`src/rtl/dmem_port_arbiter.sv`:
```
// ---------------------------------------------------------------------------
// dmem_port_arbiter
//
// Shares the single data port of the on-chip RAM between the CPU data side
// (primary master, C side) and a secondary master such as a debug loader or
// DMA engine (S side). The RAM has a one-cycle read latency.
//
// The CPU has fixed priority. Two mechanisms stop the S side from being
// locked out:
//   * a starvation guard forces one S grant after MAX_WAIT denied cycles;
//   * a lock mode lets S run back-to-back read-modify-write sequences for
//     at most MAX_LOCK cycles before the CPU gets the port back.
// CPU stall cycles are counted in a saturating 32-bit counter.
//
// Ports
//   clk_i, rst_ni        clock (rising edge), asynchronous active-low reset
//   c_req_i .. c_wd_i    CPU request, write enable, byte enables, addr, data
//   c_stall_o            CPU request not granted this cycle
//   c_rvalid_o, c_rd_o   CPU read return (cycle after a granted CPU read)
//   s_req_i .. s_wd_i    secondary request, lock, write enable, be, addr, data
//   s_gnt_o              secondary access accepted this cycle
//   s_rvalid_o, s_rd_o   secondary read return
//   m_addr_o .. m_wd_o   RAM address, write enable, byte enables, write data
//   m_rd_i               RAM read data (one cycle after the address)
//   stall_cnt_o          saturating count of cycles with c_stall_o high
// ---------------------------------------------------------------------------
module dmem_port_arbiter #(
    parameter int RAM_DEPTH = 14,
    parameter int MAX_WAIT  = 4,
    parameter int MAX_LOCK  = 8
) (
    input  logic                 clk_i,
    input  logic                 rst_ni,

    input  logic                 c_req_i,
    input  logic                 c_we_i,
    input  logic [3:0]           c_be_i,
    input  logic [RAM_DEPTH-1:0] c_addr_i,
    input  logic [31:0]          c_wd_i,
    output logic                 c_stall_o,
    output logic                 c_rvalid_o,
    output logic [31:0]          c_rd_o,

    input  logic                 s_req_i,
    input  logic                 s_lock_i,
    input  logic                 s_we_i,
    input  logic [3:0]           s_be_i,
    input  logic [RAM_DEPTH-1:0] s_addr_i,
    input  logic [31:0]          s_wd_i,
    output logic                 s_gnt_o,
    output logic                 s_rvalid_o,
    output logic [31:0]          s_rd_o,

    output logic [RAM_DEPTH-1:0] m_addr_o,
    output logic                 m_we_o,
    output logic [3:0]           m_be_o,
    output logic [31:0]          m_wd_o,
    input  logic [31:0]          m_rd_i,

    output logic [31:0]          stall_cnt_o
);

    localparam logic [3:0] WAIT_MAX = 4'(MAX_WAIT);
    localparam logic [7:0] LOCK_MAX = 8'(MAX_LOCK);

    typedef enum logic {
        NORMAL,
        LOCKED
    } state_e;

    state_e      state_q, state_d;
    logic [3:0]  wait_q, wait_d;
    logic [7:0]  lock_q, lock_d;
    logic        rd_c_q, rd_c_d;
    logic        rd_s_q, rd_s_d;
    logic [31:0] stall_cnt_q, stall_cnt_d;

    logic        c_gnt;
    logic        s_gnt;
    logic        c_stall;
    logic        starve;

    // State register. Reset drops any lock in progress immediately.
    always_ff @(posedge clk_i or negedge rst_ni) begin
        if (!rst_ni) begin
            state_q <= NORMAL;
        end else begin
            state_q <= state_d;
        end
    end

    // Next-state logic. A lock is taken by any S grant that carries s_lock_i,
    // including a starvation grant. It is released when S stops asking, stops
    // asking for the lock, or has held the port for MAX_LOCK locked cycles.
    always_comb begin
        state_d = state_q;
        unique case (state_q)
            NORMAL: begin
                if (s_gnt && s_lock_i) begin
                    state_d = LOCKED;
                end
            end
            LOCKED: begin
                if ((s_gnt && !s_lock_i) || !s_req_i || (lock_q == LOCK_MAX)) begin
                    state_d = NORMAL;
                end
            end
            default: state_d = NORMAL;
        endcase
    end

    // Grant logic. In NORMAL the CPU wins unless S has been denied MAX_WAIT
    // cycles in a row; in LOCKED S owns the port and the CPU always waits.
    always_comb begin
        starve  = 1'b0;
        c_gnt   = 1'b0;
        s_gnt   = 1'b0;
        c_stall = 1'b0;
        unique case (state_q)
            NORMAL: begin
                starve  = s_req_i && (wait_q == WAIT_MAX);
                s_gnt   = starve || (s_req_i && !c_req_i);
                c_gnt   = c_req_i && !starve;
                c_stall = c_req_i && starve;
            end
            LOCKED: begin
                s_gnt   = s_req_i;
                c_stall = c_req_i;
            end
            default: ;
        endcase
    end

    // Counter and read-flag next values. wait_d counts consecutive denied S
    // cycles; lock_d counts locked cycles starting from 1 on lock entry, so
    // the forced exit happens after exactly MAX_LOCK locked cycles.
    always_comb begin
        if (s_gnt || !s_req_i) begin
            wait_d = 4'd0;
        end else if (wait_q != WAIT_MAX) begin
            wait_d = wait_q + 4'd1;
        end else begin
            wait_d = wait_q;
        end

        lock_d = 8'd0;
        if (state_q == NORMAL) begin
            if (s_gnt && s_lock_i) begin
                lock_d = 8'd1;
            end
        end else if (state_d == LOCKED) begin
            lock_d = lock_q + 8'd1;
        end

        rd_c_d = c_gnt && !c_we_i;
        rd_s_d = s_gnt && !s_we_i;

        stall_cnt_d = stall_cnt_q;
        if (c_stall && (stall_cnt_q != 32'hFFFF_FFFF)) begin
            stall_cnt_d = stall_cnt_q + 32'd1;
        end
    end

    // Counters and read-return flags. Clearing rd_c/rd_s on reset is what
    // throws away a read that was in flight when reset hit.
    always_ff @(posedge clk_i or negedge rst_ni) begin
        if (!rst_ni) begin
            wait_q      <= 4'd0;
            lock_q      <= 8'd0;
            rd_c_q      <= 1'b0;
            rd_s_q      <= 1'b0;
            stall_cnt_q <= 32'd0;
        end else begin
            wait_q      <= wait_d;
            lock_q      <= lock_d;
            rd_c_q      <= rd_c_d;
            rd_s_q      <= rd_s_d;
            stall_cnt_q <= stall_cnt_d;
        end
    end

    // Port mux. With no grant the address/data follow the CPU side so the
    // RAM inputs do not toggle needlessly; only M_WE must be quiet. The
    // handshake outputs are gated by reset so they drop without a clock.
    always_comb begin
        m_addr_o = s_gnt ? s_addr_i : c_addr_i;
        m_be_o   = s_gnt ? s_be_i   : c_be_i;
        m_wd_o   = s_gnt ? s_wd_i   : c_wd_i;
        m_we_o   = rst_ni && ((c_gnt && c_we_i) || (s_gnt && s_we_i));

        c_stall_o = rst_ni && c_stall;
        s_gnt_o   = rst_ni && s_gnt;

        c_rvalid_o = rd_c_q;
        s_rvalid_o = rd_s_q;
        c_rd_o     = rd_c_q ? m_rd_i : 32'd0;
        s_rd_o     = rd_s_q ? m_rd_i : 32'd0;

        stall_cnt_o = stall_cnt_q;
    end

endmodule
```
`config.mk`:
```
export PLATFORM = sky130hd
export DESIGN_NAME = dmem_port_arbiter
export DESIGN_NICKNAME = d
export VERILOG_FILES = /design/src/rtl/dmem_port_arbiter.sv
export SDC_FILE = /design/constraint.sdc
export NUM_CORES = 1
export LEC_CHECK = 0
export CAP_MARGIN = 20
export CORE_AREA = 3 3 110 112
export DETAILED_ROUTE_END_ITERATION = 12
export DIE_AREA = 0 0 113 115
export PLACE_DENSITY = 0.76
export SETUP_SLACK_MARGIN = 0.05
export SLEW_MARGIN = 20
export SYNTH_ARGS = -nofsm -noshare
export SYNTH_HDL_FRONTEND = slang
export SYNTH_SLANG_ARGS = --single-unit
export TNS_END_PERCENT = 50
```
`constraint.sdc`:
```
create_clock -name clk_i -period 3.5 [get_ports clk_i]
set_clock_uncertainty 0.2 [all_clocks]
set_input_delay 0.7 -clock clk_i [delete_from_list [all_inputs] [get_ports clk_i]]
set_output_delay 0.7 -clock clk_i [all_outputs]
set_load 0.01 [all_outputs]
```
==> metrics.yaml, run 1 <==
synth:
  netlist.area_leader.share_pct: 35.01
  synth_most_common_cell: "and2_1"
  post-synth-top-area-cell: "dfrtp_1"
  yosys.area_share.adder_pct: 1.862
  synth-seq-cells: 47
  postSynth.asyncResetShare_pct: 100.0
  synth_top_family_by_area: "simple AND/OR/NAND/NOR gates"
  syn_area_um2: 3359
  synth_compound_area_share_pct: 1.453
  ys_seq_area_share_pct: 35.01
  synth-edff-count: 0
  synth_cell_types: 38
  synth_fp_nets: 498
  synth_ff_type: "dfrtp_1"
  synthTopCellsByCount: "and2_1 (67), mux2_2 (51), dfrtp_1 (47)"
  synthCells: 354
  yosys_warnings: 0
  muxShareOfSynthArea_pct: 17.39
  synth-simple-area-share_pct: 31.66
  synth_xor_area_share_pct: 9.385
  synth.avg_cell_area_um2: 9.490
  yosys-top-cells-area: "dfrtp_1 (35%), mux2_2 (17%), and2_1 (12%), xor2_1 (6.0%), xnor2_1 (3.4%)"
worst_setup_path:
  cp-start-kind: "input port"
  cp.arrival_ps: 2440
  crit_path_max_fanout: 17
  worstSetupEndpointType: "output port"
  critPathKind: "input port to output port"
  required_ps: 2600
place:
  placed_cell_area_um2: 6454
  dp.cells: 780
  place.gp.congestion: 0.9413
  portBuffers: 289
  pre_cts_ws_ps: -181.1
  dp_hpwl_mm: 13.40
die:
  die_y_um: 115
  dieArea_um2: 13000
  fp-row-count: 39
  core-area_um2: 11320
  pin_count: 290
  initial_core_util_pct: 29.68
  dieWidth_um: 113
timing:
  maxSlewHeadroom_pct: 49.10
  drv_slew: 0
  rsz0062_at_grt: "no"
  tightest_slew_ps: 763.6
  finalHoldViolCount: 0
  fmax_ghz: 0.2992
  period_needed_ps: 3342
  setup_viol: 0
  period_share_pct: 95.50
  setup_ws_ps: 157.6
  holdWs_ps: 86.50
global_route:
  grt_max_degree: 39
  overflow: 0
  grt_pass1_wl_mm: 22.84
  track_usage_pct: 22.78
  antenna_found_initial: 12
  grt_pass1_vias: 3921
routing:
  drt-total-wl_mm: 15.79
  avgViaCountPerCell: 4.841
  antenna_left: 0
  drc: 0
  drtIter0Drc: 135
  vias: 3863
  dr.pass1.iters: 4
  wl_per_cell_um: 19.79
layout:
  final_cells: 798
  area_growth_pct: 93.00
  final_nets: 797
  finalInstanceArea_um2: 6484
  drive_gt1_share_pct: 21.41
  fillCellCount: 997
job:
  drv_cap: 0
power_and_ir_drop:
  sw_frac_of_total_pct: 28.48
  power_density_nw_per_um2: 259.9
  power_switching_uw: 479.8
  combPwrFrac_pct: 35.7
  clockPowerShare_pct: 27.2
  leakage_nw: 2.803
  vdd_ir_drop_max_uv: 233.3
  seq_power_share_pct: 37.0
  internal-power_mw: 1.205
status:
  status: "completed"
clock_network:
  cts_hold_buf: 0
  clockBufferDepth: 2
  clockRootBuffer: "clkbuf_16"
  path_clk_slew_ps: 60
  clkLatencyLatePin_ps: 290
  cts.sinks: 47
  cts_buffers: 5
  htree_num_levels: 2
  cts_tree: "built"
hold_path:
  hp-class: "input port to asynchronous set/reset pin"
## worst max-delay path: stages
cell	delay, ps
clkdlybuf4s50_1	430
and4b_1	230
nor2_2	130
nand2_2	80
nand2_4	130
buf_12	160
mux2_2	340
clkdlybuf4s15_1	230
## sequential cells by signal, indices dropped and copies added (netlist names)
signal and flops:
stall_cnt_o 32, c_rvalid_o 1, state_q 1, lock_q 8, wait_q 4, s_rvalid_o 1
## kinds of logic after synthesis
logic type / after synthesis
mux: 52
compound gates: 7
simple gates: 182
fa+ha+maj: 5
flops: 47
buf+inv: 25
xor+xnor: 36
## timing repair
| action | 4_1_cts | 5_1_grt |
|---|---|---|
| pin swaps | 3 | 3 |
| resized for setup | 68 | 93 |
| gates cloned | 1 | 1 |
| hold endpoints to repair | 0 | 0 |
| endpoints found under the setup margin | 51 | 50 |
| setup buffers | 3 | 4 |
## cell usage in the layout (no fill, tap or decap), types with 2 or more instances in the layout
master / synthesis / final
and2_1: 67 / 67
and3_1: 5 / 5
and4_1: 5 / 5
buf_12: 0 / 3
buf_2: 6 / 5
buf_4: 0 / 13
clkbuf_1: 8 / 2
clkbuf_16: 0 / 6
clkbuf_2: 0 / 44
clkdlybuf4s15_1: 0 / 2
clkdlybuf4s50_1: 0 / 237
dfrtp_1: 47 / 47
ha_1: 5 / 5
inv_1: 9 / 9
mux2_2: 51 / 51
nand2_1: 19 / 17
nand3_1: 20 / 20
nand4_1: 11 / 11
nand4b_1: 2 / 2
nor2_1: 20 / 19
nor2_2: 3 / 4
nor3_1: 11 / 11
nor4_1: 7 / 7
o21ai_0: 2 / 2
or3_1: 3 / 3
xnor2_1: 13 / 13
xor2_1: 23 / 23
## power groups by stage
stage                     registers [mW]  logic, mW  clock network (mW)
after CTS                          0.624      0.610               0.467
after global routing               0.634      0.644               0.488
final                              0.624      0.602               0.459
after detailed placement           0.632      0.630                   0
after floorplan                    0.624      0.203                   0
after global placement             0.631      0.622                   0
## through the flow
step	setup TNS (ps)	utilization [%]	total power [mW]
floorplan	0	-	0.8273
global route	0	57.27	1.765
global placement	-6837	57.01	1.253
detailed placement	-7405	57.01	1.261
CTS	-389.8	58.38	1.701
finish	0	57.27	1.685
## layer usage
metal  GRT usage, %  share of wire [%]  up-vias
met4          3.846                1.0       22
met1          24.50                 35     1784
met3          15.47                 15       32
met5              0               0.77        -
met2          37.95                 48      195
li1               -                  -     1830
## path summary, 6_finish.rpt
| check | start | end | slack (ps) | depth (start not counted) |
|---|---|---|---|---|
| max | s_req_i | m_be_o[1] | 160 | 8 |
| max in group asynchronous | rst_ni | stall_cnt_o[1]$_DFFE_PN0P_ | 2230 | 2 |
| max reg2reg | stall_cnt_o[0]$_DFFE_PN0P_ | stall_cnt_o[1]$_DFFE_PN0P_ | 900 | 6 |
| min reg2reg | stall_cnt_o[28]$_DFFE_PN0P_ | stall_cnt_o[28]$_DFFE_PN0P_ | 290 | 1 |
| min | rst_ni | stall_cnt_o[2]$_DFFE_PN0P_ | 90 | 1 |
| min in group clk_i | stall_cnt_o[28]$_DFFE_PN0P_ | stall_cnt_o[28]$_DFFE_PN0P_ | 290 | 1 |
## cell type report
class / count / area, um^2 / area share [%]
clock buffer: 7 / 132.6 / 2.046
sequential: 47 / 1176 / 18.14
multi-input combinational: 282 / 2087 / 32.19
timing repair buffer: 308 / 2868 / 44.23
tap: 143 / 178.9 / 2.760
inverter: 9 / 33.78 / 0.5210
antenna: 1 / 2.502 / 0.03860
clock inverter: 1 / 5.005 / 0.07719
Power figures use the tool's default switching activity.
==> inputs of run 2 (changes only) <==
--- a/config.mk
+++ b/config.mk
@@ -6,10 +6,10 @@
 export NUM_CORES = 1
 export LEC_CHECK = 0
 export CAP_MARGIN = 20
-export CORE_AREA = 3 3 110 112
+export CORE_AREA = 3 3 113 115
 export DETAILED_ROUTE_END_ITERATION = 12
-export DIE_AREA = 0 0 113 115
-export PLACE_DENSITY = 0.76
+export DIE_AREA = 0 0 116 118
+export DONT_BUFFER_PORTS = 1
 export SETUP_SLACK_MARGIN = 0.05
 export SLEW_MARGIN = 20
 export SYNTH_ARGS = -nofsm -noshare
==> run 2 against run 1 <==
Against the previous run: die area up 5.3%; sequential share of layout area up 14 points; wire length down 27%; first-iteration DRC count down 13%; critical endpoint is now m_addr_o[2]; register-to-register slack better by 40 ps; via count down 29%.
==> metrics.yaml, run 2 (synthesis results as in run 1) <==
status:
  status: "completed"
worst_setup_path:
  cp_cell_sequence: "inv_1, ha_1, and4b_1, nor2_1, nand2_1, nand2_2, buf_12, mux2_2"
  crit_family: "simple AND/OR/NAND/NOR gates"
  required_ps: 2600  # about the same
  crit_path_max_fanout: 51  # +34
  ff2ff_path_depth: 6  # unchanged
  ff2ff_setup_slack_ps: 940  # +40 ps
  worstSetupEndpointType: "output port"
  r2r-start: "stall_cnt_o[0]$_DFFE_PN0P_"
  slowest_delay_ps: 410  # -20 ps
  r2r-end: "stall_cnt_o[4]$_DFFE_PN0P_"
  cp.arrival_ps: 2230  # -210 ps
  slowest_stage: "mux2_2"
  cp-start-kind: "flip-flop"
  crit_buf_inv: 2  # -1
  critPathKind: "flip-flop to output port"
clock_network:
  clkLatencyLatePin_ps: 300  # about the same
  cts_tree: "built"
  path_clk_slew_ps: 70  # about the same
  cts.sinks: 47  # unchanged
  clockBufferDepth: 2  # unchanged
  htree_num_levels: 2  # unchanged
  cts_buffers: 5  # unchanged
  clockRootBuffer: "clkbuf_16"
die:
  die_y_um: 118  # +2.6%
  core-area_um2: 11910  # +5.2%
  dieArea_um2: 13690  # +5.3%
  initial_core_util_pct: 28.20  # -1.5 points
  dieWidth_um: 116  # +2.7%
  fp-row-count: 40  # +2.6%
  pin_count: 290  # unchanged
place:
  dp_hpwl_mm: 9.551  # -29%
  place.gp.congestion: 0.8149  # -13%
  dp.cells: 488  # -37%
  portBuffers: 0  # -100%
routing:
  wl_per_cell_um: 23.16  # +17%
  drt-total-wl_mm: 11.60  # -27%
  vias: 2760  # -29%
  dr.pass1.iters: 4  # unchanged
  drc: 0  # unchanged
  drtIter0Drc: 117  # -13%
  antenna_left: 0  # unchanged
  avgViaCountPerCell: 5.509  # +14%
timing:
  finalHoldViolCount: 0  # unchanged
  period_share_pct: 89.50  # -6.0 points
  rsz0062_at_grt: "no"
  fmax_ghz: 0.3192  # +6.7%
  maxSlewHeadroom_pct: 44.97  # -4.1 points
  final.setup.tns_ps: 0  # unchanged
  period_needed_ps: 3132  # -210.0 ps
  setup_viol: 0  # unchanged
  drv_slew: 0  # unchanged
  tightest_slew_ps: 825.5  # +61.96 ps
layout:
  fillCellCount: 1214  # +22%
  area_growth_pct: 10.61
  largest_reg_flops: 32  # unchanged
  final_nets: 493  # -38%
  drive_gt1_share_pct: 21.71  # +0.31 points
  final_cells: 501  # -37%
  mostFrequentLayoutCells: "and2_1 (67), mux2_2 (51), dfrtp_1 (47), xor2_1 (23)"
  layout_commonest_cell: "and2_1"
global_route:
  overflow: 0  # unchanged
  grt_max_degree: 52  # +33%
  antenna_found_initial: 16  # +4
  grt_pass1_vias: 2583  # -34%
  grt_pass1_wl_mm: 16.03  # -30%
  track_usage_pct: 15.86  # -6.9 points
power_and_ir_drop:
  power_density_nw_per_um2: 387.0  # +49%
  leakage_nw: 1.618  # -42%
  p_total_mw: 1.438  # -15%
  vdd_ir_drop_max_uv: 344.5  # +48%
job:
  drv_cap: 0  # unchanged
hold_path:
  hp-class: "input port to asynchronous set/reset pin"
run 2: worst max-delay path by stage:
stage | start | endpoint | depth (start not counted)
2_1_floorplan | s_req_i | m_wd_o[22] | 7
3_3_place_gp | s_req_i | m_wd_o[11] | 6
3_5_place_dp | s_req_i | m_addr_o[2] | 6
4_1_cts | wait_q[0]$_DFFE_PN0P_ | m_addr_o[2] | 8
5_1_grt | wait_q[0]$_DFFE_PN0P_ | m_be_o[1] | 8
6_report | wait_q[0]$_DFFE_PN0P_ | m_addr_o[2] | 8
run 2: layout make-up:
cell class,instances,area (um^2),share of cell area [%]
antenna,4,10.01,0.2694
clock inverter,3,47.55,1.279
tap,147,183.9,4.949
clock buffer,5,125.1,3.367
sequential,47,1176,31.65
multi-input combinational,282,2077,55.89
inverter,9,33.78,0.9091
timing repair buffer,4,62.56,1.684
run 2: routing by layer:
metal	GRT usage, %	wire length (um)	vias to the layer above	part of all wire, %
met5	0	153	-	1.3
met4	2.828	116	22	1.0
met3	11.36	1741	30	15
met2	26.01	5680	183	49
met1	16.68	3910	1301	34
li1	-	-	1224	-
run 2: where the power goes:
group / internal (mW) / switching, mW / total (mW)
Combinational: 0.103 / 0.141 / 0.243
Clock: 0.341 / 0.221 / 0.562
Sequential: 0.568 / 0.0651 / 0.633
Total: 1.01 / 0.427 / 1.44
run 2: per-stage QoR:
step                      setup slack (ps)  hold slack [ps]  cell area [um^2]  utilization (%)
after floorplan                      443.5            204.4              3359                -
after global placement               651.8            205.6              3506            29.43
after detailed placement             598.4            205.3              3506            29.43
after CTS                            354.1            53.57              3706            31.11
after global routing                 223.9            52.85              3714            31.18
final                                367.6            38.92              3716            31.20
run 2: worst register-to-register path, cell delays in order (launching register included):
cell and delay, ps:
dfrtp_1 490, ha_1 260, nand3_1 120, or4_4 480, or3_1 500, and4_4 270
xor2_1 130
run 2: repair_timing:
item                      in CTS  in global routing
gates resized for setup        0                  0
hold endpoints to repair      47                  0
hold buffers                   1                  0
buffers inserted               0                  0
==> inputs of run 3 (changes only) <==
--- a/config.mk
+++ b/config.mk
@@ -5,10 +5,10 @@
 export SDC_FILE = /design/constraint.sdc
 export NUM_CORES = 1
 export LEC_CHECK = 0
-export CAP_MARGIN = 20
-export CORE_AREA = 3 3 113 115
+export CAP_MARGIN = 0
+export CORE_MARGIN = 3
+export CORE_UTILIZATION = 25
 export DETAILED_ROUTE_END_ITERATION = 12
-export DIE_AREA = 0 0 116 118
 export DONT_BUFFER_PORTS = 1
 export SETUP_SLACK_MARGIN = 0.05
 export SLEW_MARGIN = 20
==> constraint.sdc (replaced) <==
create_clock -name clk_i -period 3.3 [get_ports clk_i]
set_clock_uncertainty 0.2 [all_clocks]
set_input_delay 0.66 -clock clk_i [delete_from_list [all_inputs] [get_ports clk_i]]
set_output_delay 0.66 -clock clk_i [all_outputs]
set_load 0.01 [all_outputs]
==> run 3 against run 2 <==
Against the previous run: final cell count rose by 5.8%; worst hold slack worse by 37 ps; first-iteration DRC count increased by 62%; register-to-register slack worse by 340 ps; sequential power is 6.2% higher; sequential share of layout area fell by 0.15 points; final area grew 0.47%; critical path depth did not move; via count up 0.43%; utilization shrank 2.2 points; power grew 2.5%; die area is 8.6% higher.
==> metrics.yaml, run 3 (synthesis results as in run 1) <==
routing:
  dr.pass1.iters: 4  # unchanged
  drc: 0  # unchanged
  antenna_left: 0  # unchanged
  avgViaCountPerCell: 5.230  # -5.1%
  wl_per_cell_um: 26.57  # +15%
  drt-total-wl_mm: 14.08  # +21%
  drtIter0Drc: 189  # +62%
  vias: 2772  # +0.43%
timing:
  setup_ws_ps: 206.0  # -161.6 ps
  tightest_slew_ps: 826.1  # +0.6251 ps
  maxSlewHeadroom_pct: 44.92  # about the same
  finalHoldViolCount: 0  # unchanged
  period_needed_ps: 3094
  holdWs_ps: 2.418  # -36.50 ps
  drv_slew: 0  # unchanged
  rsz0062_at_grt: "no"
  period_share_pct: 93.76
  setup_viol: 0  # unchanged
  final.setup.tns_ps: 0  # unchanged
  fmax_ghz: 0.3232
place:
  pre_cts_ws_ps: 479.8  # -118.6 ps
  place.gp.congestion: 0.9402  # +15%
  portBuffers: 0  # unchanged
  dp_hpwl_mm: 12.03  # +26%
hold_path:
  hp-class: "input port to asynchronous set/reset pin"
job:
  drv_cap: 0  # unchanged
power_and_ir_drop:
  leakage_nw: 1.605  # -0.81%
  power_density_nw_per_um2: 394.7  # +2.0%
  vdd_ir_drop_max_uv: 272.4  # -21%
clock_network:
  htree_num_levels: 2  # unchanged
  cts_buffers: 5  # unchanged
  cts_tree: "built"
  path_clk_slew_ps: 80  # about the same
  clockRootBuffer: "clkbuf_16"
  cts.sinks: 47  # unchanged
  clkLatencyLatePin_ps: 300  # about the same
  clockBufferDepth: 2  # unchanged
  ctsResizeCount: 0  # unchanged
worst_setup_path:
  r2r-start: "stall_cnt_o[0]$_DFFE_PN0P_"
  critPathKind: "flip-flop to output port"
  ff2ff_setup_slack_ps: 600  # -340 ps
  required_ps: 2440  # -160 ps
  ff2ff_path_depth: 6  # unchanged
  cp.arrival_ps: 2230  # about the same
  r2r-end: "stall_cnt_o[1]$_DFFE_PN0P_"
  worstSetupEndpointType: "output port"
  crit_path_max_fanout: 51  # unchanged
  cp-start-kind: "flip-flop"
die:
  dieArea_um2: 14860  # +8.6%
  pin_count: 290  # unchanged
  core-area_um2: 12880  # +8.1%
  initial_core_util_pct: 26.09  # -2.1 points
  fp-row-count: 41  # +2.5%
  die_y_um: 121.9  # +3.3%
  dieWidth_um: 121.9  # +5.1%
global_route:
  grt_pass1_vias: 2483  # -3.9%
  overflow: 0  # unchanged
  track_usage_pct: 17.39  # +1.5 points
  grt_max_degree: 52  # unchanged
  antenna_found_initial: 21  # +5
  grt_pass1_wl_mm: 18.03  # +12%
layout:
  largest_reg_flops: 32  # unchanged
  fillCellCount: 1340  # +10%
  mostFrequentLayoutCells: "and2_1 (67), mux2_2 (51), dfrtp_1 (47), xor2_1 (23)"
  layout_commonest_cell: "and2_1"
  drive_gt1_share_pct: 21.49  # -0.22 points
  final_nets: 492  # -0.20%
  area_growth_pct: 11.14
status:
  status: "completed"
-- run 3: changes by cell type in the layout (fill, tap and decap cells not counted), sizes merged --
cell    delta
clkinv     -1
inv        +2
diode      +5
bufinv     -1
buf        -1
-- run 3: repair_timing --
action | CTS | global route
hold buffers | 1 | 0
buffers inserted | 0 | 0
endpoints found under the hold margin | 47 | 0
-- run 3: worst max-delay path by stage --
stage          slack [ps]          to  depth (start not counted)             startpoint
4_1_cts               200   m_wd_o[6]                          8  wait_q[0]$_DFFE_PN0P_
2_1_floorplan         320  m_wd_o[22]                          7                s_req_i
5_1_grt                70   m_wd_o[6]                          8  wait_q[0]$_DFFE_PN0P_
3_3_place_gp          530   m_wd_o[5]                          6                s_req_i
6_report              210   m_wd_o[6]                          8  wait_q[0]$_DFFE_PN0P_
3_5_place_dp          480   m_wd_o[6]                          6                s_req_i
-- run 3: stage by stage --
stage | std cells | instance area, um^2 | utilization (%) | total power [mW]
2_1_floorplan | 354 | 3359 | - | 0.8775
3_3_place_gp | 512 | 3530 | 27.41 | 0.9265
3_5_place_dp | 512 | 3530 | 27.41 | 0.9324
4_1_cts | 521 | 3711 | 28.82 | 1.498
5_1_grt | 527 | 3726 | 28.94 | 1.551
6_report | 530 | 3734 | 29.00 | 1.474
-- run 3: power by group --
group	switching (mW)	internal [mW]	total (mW)
sequential	0.0700	0.602	0.672
combinational	0.156	0.109	0.265
clock	0.244	0.292	0.537
-- run 3: layer usage --
metal / share of wire (%) / track usage, %
met4: 2.1 / 5.392
met2: 44 / 24.31
met1: 37 / 20.06
met5: 1.3 / 0
met3: 16 / 14.07
-- run 3: critical path, stage by stage (launching register included) --
cell and delay [ps]:
dfrtp_1 400, inv_1 60, ha_1 180, and4b_1 210
nor2_1 140, nand2_1 150, nand2_2 120, buf_12 250
mux2_2 430
-- run 3: area by class of cell --
cell class	instances	area (um^2)	share of cell area [%]
antenna	9	22.52	0.6032
clock buffer	5	125.1	3.351
clock inverter	3	28.78	0.7708
inverter	9	33.78	0.9048
multi-input combinational	282	2077	55.63
sequential	47	1176	31.50
tap	172	215.2	5.764
timing repair buffer	3	55.05	1.475
